### src/rtl/ldlt_pkg.sv
// Shared definitions for the LDLT factorisation and solve blocks.
//   - Default word/fraction widths, matrix size helpers.
//   - FSM state encoding of the forward-substitution stage.
//   - Saturation bounds for the default word width.
//   - Fixed-point multiply with arithmetic right shift (width generic up to FXP_MAX_LEN).
package ldlt_pkg;

    localparam int unsigned DATA_LEN_DEF = 32;
    localparam int unsigned FRACTION_DEF = 16;

    // Widest operand the shared multiply-shift accepts; callers sign-extend into it.
    localparam int unsigned FXP_MAX_LEN  = 64;

    localparam logic signed [DATA_LEN_DEF-1:0] SAT_MAX = {1'b0, {(DATA_LEN_DEF-1){1'b1}}};
    localparam logic signed [DATA_LEN_DEF-1:0] SAT_MIN = {1'b1, {(DATA_LEN_DEF-1){1'b0}}};

    typedef enum logic [1:0] {
        StIdle,
        StLoadB,
        StRun,
        StOut
    } ldlt_state_e;

    // Matrix dimension: six states per node.
    function automatic int unsigned mat_dim(input int unsigned node_num);
        return 6 * node_num;
    endfunction

    // Word count of a packed lower triangle including the diagonal.
    function automatic int unsigned tri_size(input int unsigned n);
        return n * (n + 1) / 2;
    endfunction

    // Full-width signed product followed by an arithmetic shift (truncates toward -inf).
    function automatic logic signed [2*FXP_MAX_LEN-1:0] fxp_mul_shift(
        input logic signed [FXP_MAX_LEN-1:0] a,
        input logic signed [FXP_MAX_LEN-1:0] b,
        input int unsigned                   frac
    );
        logic signed [2*FXP_MAX_LEN-1:0] a_w;
        logic signed [2*FXP_MAX_LEN-1:0] b_w;
        logic signed [2*FXP_MAX_LEN-1:0] p;
        a_w = $signed({{FXP_MAX_LEN{a[FXP_MAX_LEN-1]}}, a});
        b_w = $signed({{FXP_MAX_LEN{b[FXP_MAX_LEN-1]}}, b});
        p   = a_w * b_w;
        return p >>> frac;
    endfunction

endpackage

### src/rtl/ldlt_fwd_subst_if.sv
// Frame stream interface of the forward-substitution stage.
//   i_start/i_valid/i_data : frame input (b vector then packed L), driven by master.
//   o_valid/o_data         : y vector stream, o_busy frame in flight, o_sat saturation flag.
interface ldlt_fwd_subst_if
    import ldlt_pkg::*;
#(
    parameter int unsigned DATA_LEN = DATA_LEN_DEF
);
    logic                       i_start;
    logic                       i_valid;
    logic signed [DATA_LEN-1:0] i_data;
    logic                       o_valid;
    logic signed [DATA_LEN-1:0] o_data;
    logic                       o_busy;
    logic                       o_sat;

    modport master (
        output i_start, i_valid, i_data,
        input  o_valid, o_data, o_busy, o_sat
    );

    modport slave (
        input  i_start, i_valid, i_data,
        output o_valid, o_data, o_busy, o_sat
    );
endinterface

### src/rtl/fxp_mac.sv
// Fixed-point multiply-accumulate: acc += (a*b) >>> FRACTION, synchronous clear.
//   clk, rst : clock, asynchronous active-high reset
//   clr      : clear accumulator (wins over en)
//   en       : accumulate a*b this cycle
//   a, b     : signed DATA_LEN operands
//   acc      : signed 2*DATA_LEN+4 accumulator
module fxp_mac
    import ldlt_pkg::*;
#(
    parameter int unsigned DATA_LEN = DATA_LEN_DEF,
    parameter int unsigned FRACTION = FRACTION_DEF,
    parameter int unsigned ACC_LEN  = 2 * DATA_LEN + 4
) (
    input  logic                      clk,
    input  logic                      rst,
    input  logic                      clr,
    input  logic                      en,
    input  logic signed [DATA_LEN-1:0] a,
    input  logic signed [DATA_LEN-1:0] b,
    output logic signed [ACC_LEN-1:0]  acc
);

    localparam int unsigned WideLen = 2 * FXP_MAX_LEN;

    logic signed [FXP_MAX_LEN-1:0] a_ext;
    logic signed [FXP_MAX_LEN-1:0] b_ext;
    logic signed [WideLen-1:0]     prod;
    logic signed [WideLen-1:0]     acc_ext;
    logic signed [ACC_LEN-1:0]     acc_d;
    logic signed [ACC_LEN-1:0]     acc_q;

    assign a_ext   = $signed({{(FXP_MAX_LEN-DATA_LEN){a[DATA_LEN-1]}}, a});
    assign b_ext   = $signed({{(FXP_MAX_LEN-DATA_LEN){b[DATA_LEN-1]}}, b});
    assign prod    = fxp_mul_shift(a_ext, b_ext, FRACTION);
    assign acc_ext = $signed({{(WideLen-ACC_LEN){acc_q[ACC_LEN-1]}}, acc_q});

    always_comb begin
        acc_d = acc_q;
        if (clr) begin
            acc_d = '0;
        end else if (en) begin
            // Shifted product fits in 2*DATA_LEN bits, so truncating the sum is exact.
            acc_d = ACC_LEN'(acc_ext + prod);
        end
    end

    always_ff @(posedge clk or posedge rst) begin
        if (rst) begin
            acc_q <= '0;
        end else begin
            acc_q <= acc_d;
        end
    end

    assign acc = acc_q;

endmodule

### src/rtl/ldlt_fwd_subst.sv
// Forward substitution L*y = b on a streamed unit-lower-triangular factor.
//   clk, rst : clock, asynchronous active-high reset
//   bus      : slave side of ldlt_fwd_subst_if
//              in : i_start (frame start), i_valid/i_data (b[0..N-1] then L row-major)
//              out: o_valid/o_data (y[0..N-1]), o_busy, o_sat (sticky per frame)
// One MAC per accepted off-diagonal word; the diagonal word closes the row and
// produces y[r] = sat(b[r] - acc). L is never stored.
module ldlt_fwd_subst
    import ldlt_pkg::*;
#(
    parameter int unsigned DATA_LEN = DATA_LEN_DEF,
    parameter int unsigned NODE_NUM = 1,
    parameter int unsigned FRACTION = FRACTION_DEF
) (
    input logic               clk,
    input logic               rst,
    ldlt_fwd_subst_if.slave   bus
);

    localparam int unsigned N       = mat_dim(NODE_NUM);
    localparam int unsigned L_SIZE  = tri_size(N);
    localparam int unsigned AccLen  = 2 * DATA_LEN + 4;
    localparam int unsigned DiffLen = AccLen + 1;
    localparam int unsigned IdxW    = $clog2(N + 1);
    localparam int unsigned CntW    = $clog2(L_SIZE + 1);

    localparam logic [IdxW-1:0] LastIdx = IdxW'(N - 1);
    localparam logic [IdxW-1:0] NIdx    = IdxW'(N);
    localparam logic [CntW-1:0] LCnt    = CntW'(L_SIZE);

    localparam logic signed [DATA_LEN-1:0] SatMax = {1'b0, {(DATA_LEN-1){1'b1}}};
    localparam logic signed [DATA_LEN-1:0] SatMin = {1'b1, {(DATA_LEN-1){1'b0}}};
    localparam logic signed [DiffLen-1:0]  DiffMax = {{(DiffLen-DATA_LEN){1'b0}}, SatMax};
    localparam logic signed [DiffLen-1:0]  DiffMin = {{(DiffLen-DATA_LEN){1'b1}}, SatMin};

    ldlt_state_e state_q, state_d;

    logic [IdxW-1:0] k_q, k_d;              // b load index
    logic [IdxW-1:0] r_q, r_d;              // current L row
    logic [IdxW-1:0] c_q, c_d;              // current L column
    logic [CntW-1:0] l_cnt_q, l_cnt_d;      // accepted L words
    logic [IdxW-1:0] out_idx_q, out_idx_d;  // next y to present

    logic signed [DATA_LEN-1:0] b_q [N];
    logic signed [DATA_LEN-1:0] b_d [N];
    logic signed [DATA_LEN-1:0] y_q [N];
    logic signed [DATA_LEN-1:0] y_d [N];

    logic signed [DATA_LEN-1:0] o_data_q, o_data_d;
    logic                       sat_q, sat_d;

    logic                       mac_en;
    logic                       mac_clr;
    logic signed [AccLen-1:0]   acc;
    logic signed [DATA_LEN-1:0] y_cur;
    logic signed [DATA_LEN-1:0] b_cur;
    logic signed [DiffLen-1:0]  diff;
    logic signed [DATA_LEN-1:0] y_new;
    logic                       y_sat;

    // y[c] of an earlier row is already registered when the current row streams in.
    assign y_cur = y_q[c_q];
    assign b_cur = b_q[r_q];

    fxp_mac #(
        .DATA_LEN (DATA_LEN),
        .FRACTION (FRACTION),
        .ACC_LEN  (AccLen)
    ) u_mac (
        .clk (clk),
        .rst (rst),
        .clr (mac_clr),
        .en  (mac_en),
        .a   (bus.i_data),
        .b   (y_cur),
        .acc (acc)
    );

    always_comb begin
        diff  = $signed({{(DiffLen-DATA_LEN){b_cur[DATA_LEN-1]}}, b_cur})
              - $signed({acc[AccLen-1], acc});
        y_new = SatMax;
        y_sat = 1'b1;
        if (diff > DiffMax) begin
            y_new = SatMax;
        end else if (diff < DiffMin) begin
            y_new = SatMin;
        end else begin
            y_new = diff[DATA_LEN-1:0];
            y_sat = 1'b0;
        end
    end

    always_comb begin
        state_d   = state_q;
        k_d       = k_q;
        r_d       = r_q;
        c_d       = c_q;
        l_cnt_d   = l_cnt_q;
        out_idx_d = out_idx_q;
        b_d       = b_q;
        y_d       = y_q;
        o_data_d  = o_data_q;
        sat_d     = sat_q;
        mac_en    = 1'b0;
        mac_clr   = 1'b0;

        unique case (state_q)
            StIdle: begin
                if (bus.i_start) begin
                    state_d = StLoadB;
                    k_d     = '0;
                    r_d     = '0;
                    c_d     = '0;
                    l_cnt_d = '0;
                    sat_d   = 1'b0;
                    mac_clr = 1'b1;
                end
            end
            StLoadB: begin
                if (bus.i_valid) begin
                    b_d[k_q] = bus.i_data;
                    k_d      = k_q + 1'b1;
                    if (k_q == LastIdx) begin
                        state_d = StRun;
                    end
                end
            end
            StRun: begin
                if (l_cnt_q == LCnt) begin
                    // One settle cycle after the last diagonal, then start streaming y.
                    state_d   = StOut;
                    o_data_d  = y_q[0];
                    out_idx_d = IdxW'(1);
                end else if (bus.i_valid) begin
                    l_cnt_d = l_cnt_q + 1'b1;
                    if (c_q == r_q) begin
                        y_d[r_q] = y_new;
                        sat_d    = sat_q | y_sat;
                        mac_clr  = 1'b1;
                        r_d      = r_q + 1'b1;
                        c_d      = '0;
                    end else begin
                        mac_en = 1'b1;
                        c_d    = c_q + 1'b1;
                    end
                end
            end
            StOut: begin
                if (out_idx_q == NIdx) begin
                    state_d = StIdle;
                end else begin
                    o_data_d  = y_q[out_idx_q];
                    out_idx_d = out_idx_q + 1'b1;
                end
            end
            default: state_d = StIdle;
        endcase
    end

    always_ff @(posedge clk or posedge rst) begin
        if (rst) begin
            state_q   <= StIdle;
            k_q       <= '0;
            r_q       <= '0;
            c_q       <= '0;
            l_cnt_q   <= '0;
            out_idx_q <= '0;
            b_q       <= '{default: '0};
            y_q       <= '{default: '0};
            o_data_q  <= '0;
            sat_q     <= 1'b0;
        end else begin
            state_q   <= state_d;
            k_q       <= k_d;
            r_q       <= r_d;
            c_q       <= c_d;
            l_cnt_q   <= l_cnt_d;
            out_idx_q <= out_idx_d;
            b_q       <= b_d;
            y_q       <= y_d;
            o_data_q  <= o_data_d;
            sat_q     <= sat_d;
        end
    end

    assign bus.o_valid = (state_q == StOut);
    assign bus.o_busy  = (state_q != StIdle);
    assign bus.o_data  = o_data_q;
    assign bus.o_sat   = sat_q;

endmodule

### src/flat_wrapper.sv
// flat-port wrapper written by rule: the top's interface ports become plain ports
module ldlt_fwd_subst_flat import ldlt_pkg::*;
#(
    parameter int unsigned DATA_LEN = DATA_LEN_DEF,
    parameter int unsigned NODE_NUM = 1,
    parameter int unsigned FRACTION = FRACTION_DEF
)
  (clk, rst, bus_i_start, bus_i_valid, bus_i_data, bus_o_valid, bus_o_data, bus_o_busy, bus_o_sat);
  ldlt_fwd_subst_if #(.DATA_LEN(DATA_LEN)) bus_i ();
  input logic clk;
  input logic rst;
  input wire logic [$bits(bus_i.i_start)-1:0] bus_i_start;
  input wire logic [$bits(bus_i.i_valid)-1:0] bus_i_valid;
  input wire logic [$bits(bus_i.i_data)-1:0] bus_i_data;
  output wire logic [$bits(bus_i.o_valid)-1:0] bus_o_valid;
  output wire logic [$bits(bus_i.o_data)-1:0] bus_o_data;
  output wire logic [$bits(bus_i.o_busy)-1:0] bus_o_busy;
  output wire logic [$bits(bus_i.o_sat)-1:0] bus_o_sat;
  assign bus_i.i_start = bus_i_start;
  assign bus_i.i_valid = bus_i_valid;
  assign bus_i.i_data = bus_i_data;
  assign bus_o_valid = bus_i.o_valid;
  assign bus_o_data = bus_i.o_data;
  assign bus_o_busy = bus_i.o_busy;
  assign bus_o_sat = bus_i.o_sat;
  ldlt_fwd_subst #(.DATA_LEN(DATA_LEN), .NODE_NUM(NODE_NUM), .FRACTION(FRACTION)) u_core (.clk(clk), .rst(rst), .bus(bus_i));
endmodule
### config.mk
export PLATFORM = sky130hd
export DESIGN_NAME = ldlt_fwd_subst_flat
export DESIGN_NICKNAME = d
export VERILOG_FILES = /design/src/rtl/ldlt_pkg.sv /design/src/rtl/ldlt_fwd_subst_if.sv /design/src/rtl/fxp_mac.sv /design/src/rtl/ldlt_fwd_subst.sv /design/src/flat_wrapper.sv
export SDC_FILE = /design/constraint.sdc
export NUM_CORES = 2
export LEC_CHECK = 0
export CAP_MARGIN = 25
export CORE_ASPECT_RATIO = 1.1
export CORE_MARGIN = 1
export CORE_UTILIZATION = 55
export CTS_CLUSTER_SIZE = 14
export DETAILED_ROUTE_END_ITERATION = 8
export PLACE_DENSITY_LB_ADDON = 0.12
export SLEW_MARGIN = 20
export SYNTH_ARGS = -nofsm -noshare
export SYNTH_HDL_FRONTEND = slang
export SYNTH_SLANG_ARGS = --single-unit
### constraint.sdc
create_clock -name clk -period 19.4 [get_ports clk]
set_clock_uncertainty 0.05 [all_clocks]
set_input_delay 3.88 -clock clk [delete_from_list [all_inputs] [get_ports clk]]
set_output_delay 3.88 -clock clk [all_outputs]
set_load 0.02 [all_outputs]
==> summary.txt <==
Synthesis
  – Syn Nets: roughly 8.5k
  – Sequential area share after synthesis: 0.184
  – Cell accounting for the most synthesized area: fa_1
  – Ranking of synthesized cells by area: fa_1 (32%), dfrtp_1 (18%), mux2_2 (6.5%)
  – Synthesized cell area: roughly 68,000 um^2
  – Synthesized area per cell: slightly below 10 um^2
  – Synth Flop Type: dfrtp_1
  – Post-synthesis register bit count: about 500
  – Ys async rst share: 1.00
  – Yosys Warn Count: 0
  – Synth cell types: a little over 100
  – Top cell type's share of synthesized area: 0.317
  – EDFF count, synth: 0
  – Synth Instances: between 7k and 8k

Finish
  – Area Overhead vs Synth: 6.12%
  – NumNets Final: 8,306
  – Layout cells sized above 1: 0.114
  – Fillers: 10.7k
  – Area of the multi-input gates: around 50,000 um^2
  – Seq. cell area: approximately 13,000 um^2

Clock network
  – CTS tree: yes
  – CTS Buffer Depth: 3
  – Post-CTS Hold Fix Bufs: 0
  – H-tree levels: 2
  – Root Buffer: clkbuf_16
  – Setup Buffers After CTS: 0
  – Clock sink count: ~500
  – CTS buffer count: 53
  – Clk_lat worst skew: 0.65 ns
  – Clock slew at reported path FFs: ~0.060 ns
  – Post-cts sizing count: 0

Floorplan
  – DIE AREA: about 130,000 um^2
  – Die height: between 300 and 400 um
  – # IOs: 71
  – Die Span X: ~340 um
  – FP Rows: ~140
  – CORE AREA: about 120,000 um^2
  – Starting Density: 0.555

Place
  – Detail Placement HPWL: 139 mm
  – Placer congestion estimate: between 0.9 and 1
  – Number of I/O port buffers: 70

Global routing
  – Met3 GRT Util: 0.0269
  – M2 GR Usage: 0.538
  – Vias in the first global route: ~53k
  – Global-route wire length before repair: roughly 300 mm
  – Grt ovf: 0
  – Met1 Use GR: 0.405
  – Tot GR Track Use: 0.308
  – Initial antenna violation count: 0
  – Largest net degree at the start of global routing: about 170
  – Top Usage Layer GRT: met2

Worst setup path
  – Crit path top cell by count: fa_1
  – Crit Path Class: in -> reg
  – Worst path arrival time: ~16 ns
  – Slowest cell on the critical path: clkdlybuf4s50_1
  – CP Launch Type: input port
  – Critical path required time: 19.83 ns
  – Worst stage delay on the critical path: between 1 and 1.5 ns
  – CP max FO: 16
  – Worst setup EP type: flip-flop

Detailed routing
  – Avg WL per Cell: roughly 22 um
  – Remaining antenna violation count: 0
  – Drt first pass iters: 5
  – DRC errors left: 0
  – DRT Wirelength: around 190 mm
  – Via density: a little under 6
  – DR vias: ~50k
  – Drt initial violations: approximately 3.2k

Timing
  – Fin crit period: between 15 and 20 ns
  – Slew Limit Fails: 0
  – RSZ-0062 raised after global routing: false
  – Final-report hold violation count: 0
  – Worst slew pin tran: 1.07 ns
  – Max-slew headroom: 0.289
  – Final period util: 0.815
  – Setup TNS: 0 ns
  – Final setup viols: 0
  – Achievable Freq: about 0.063 GHz

Worst hold path
  – Hold Path Class: reg -> reg

Flow run
  – Max-cap viol count: 0

Run status
  – Status: completed
-- critical path: cells and delay by family --
family / cells / cell delay (ns)
adder cells (fa/ha/maj): 10 / 4.70
AO/OA/AOI/OAI: 20 / 4.70
buffers and inverters: 4 / 1.72
AND/OR/NAND/NOR: 4 / 0.84
XOR/XNOR: 2 / 0.37
-- per-layer routing --
metal,wire [um],vias up
met4,6610,0
met1,78000,26300
li1,-,22200
met2,95900,1385
met5,0,-
met3,8960,317
-- cells in the mapped netlist (88+ instances only) --
cell type	instances
a21o_1	88
a21oi_1	253
and2_1	171
clkbuf_1	352
dfrtp_1	504
fa_1	1083
ha_1	333
inv_1	1107
mux2_2	397
mux2i_1	105
nand2_1	714
nor2_1	221
nor2b_1	381
o21ai_0	264
xnor2_1	111
-- flip-flops by register name (all words and copies together) (netlist names) --
register           count
u_core.b_q           192
u_core.y_q           192
u_core.u_mac.acc      68
u_core.bus.o_data     32
u_core.l_cnt_q         5
u_core.c_q             3
u_core.k_q             3
u_core.out_idx_q       3
u_core.r_q             3
u_core.state_q         2
u_core.bus.o_sat       1
-- layout by cell type (no fill, tap or decap), types with 33 or more instances in the layout --
| cell type | n |
|---|---|
| xor2_1 | 62 |
| a21o_1 | 88 |
| o22ai_1 | 33 |
| clkbuf_16 | 53 |
| mux4_2 | 62 |
| o21ai_0 | 254 |
| o221ai_1 | 34 |
| o21a_1 | 34 |
| nor2b_1 | 381 |
| nand2_1 | 712 |
| mux2_2 | 397 |
| nor2_1 | 220 |
| a21oi_1 | 241 |
| nand2b_1 | 71 |
| fa_1 | 1083 |
| xnor2_1 | 111 |
| buf_4 | 106 |
| o21ai_2 | 43 |
| dfrtp_1 | 498 |
| inv_1 | 1105 |
| a31oi_1 | 43 |
| nand3_1 | 47 |
| ha_1 | 332 |
| mux2i_1 | 105 |
| nand4_1 | 42 |
| nor3_1 | 38 |
| a22oi_1 | 36 |
| and2_1 | 171 |
| clkdlybuf4s50_1 | 69 |
-- path summary, 6_finish.rpt --
path	from	endpoint	slack, ns	cells past startpoint
setup reg to reg	u_core.c_q[0]	u_core.u_mac.acc[66]	5.45	38
setup / recovery	bus_i_data[17]	u_core.u_mac.acc[66]	3.59	40
hold reg to reg	u_core.bus.o_data[14]	u_core.bus.o_data[14]	0.43	2
max in group asynchronous	rst	u_core.u_mac.acc[35]	13.35	5
hold / removal	u_core.bus.o_data[14]	u_core.bus.o_data[14]	0.43	2
min in group asynchronous	rst	u_core.bus.o_data[24]	3.75	2
-- cell type report --
| cell class | count | area share |
|---|---|---|
| antenna | 1 | 0.0000345 |
| clock buffer | 76 | 0.0210 |
| clock inverter | 21 | 0.00347 |
| inverter | 1107 | 0.0574 |
| multi-input combinational | 5004 | 0.693 |
| sequential | 504 | 0.174 |
| tap | 1644 | 0.0284 |
| timing repair buffer | 184 | 0.0228 |
-- per-stage QoR --
stage / std cells / setup slack (ns) / cell area [um^2] / utilization / hold slack [ns]
6_report: 8541 / 3.59 / 72600 / 0.589 / 0.426
2_1_floorplan: 7026 / 1.40 / 68400 / - / 0.399
5_1_grt: 8540 / 2.98 / 72500 / 0.589 / 0.449
3_5_place_dp: 8437 / 3.03 / 70600 / 0.574 / 0.419
4_1_cts: 8534 / 3.66 / 72400 / 0.588 / 0.433
3_3_place_gp: 8435 / 3.15 / 70600 / 0.574 / 0.411
-- cells by family after synthesis --
logic type | Yosys count | synth area share
mux | 567 | 0.102
fa+ha+maj | 1416 | 0.378
compound gates | 1026 | 0.0961
xor+xnor | 173 | 0.0222
simple gates | 1822 | 0.133
buf+inv | 1518 | 0.0844
flops | 504 | 0.184
Power is left out: the tool's default activity adds up to more than one toggle a clock period on the data nets, which glitch-free logic cannot reach.
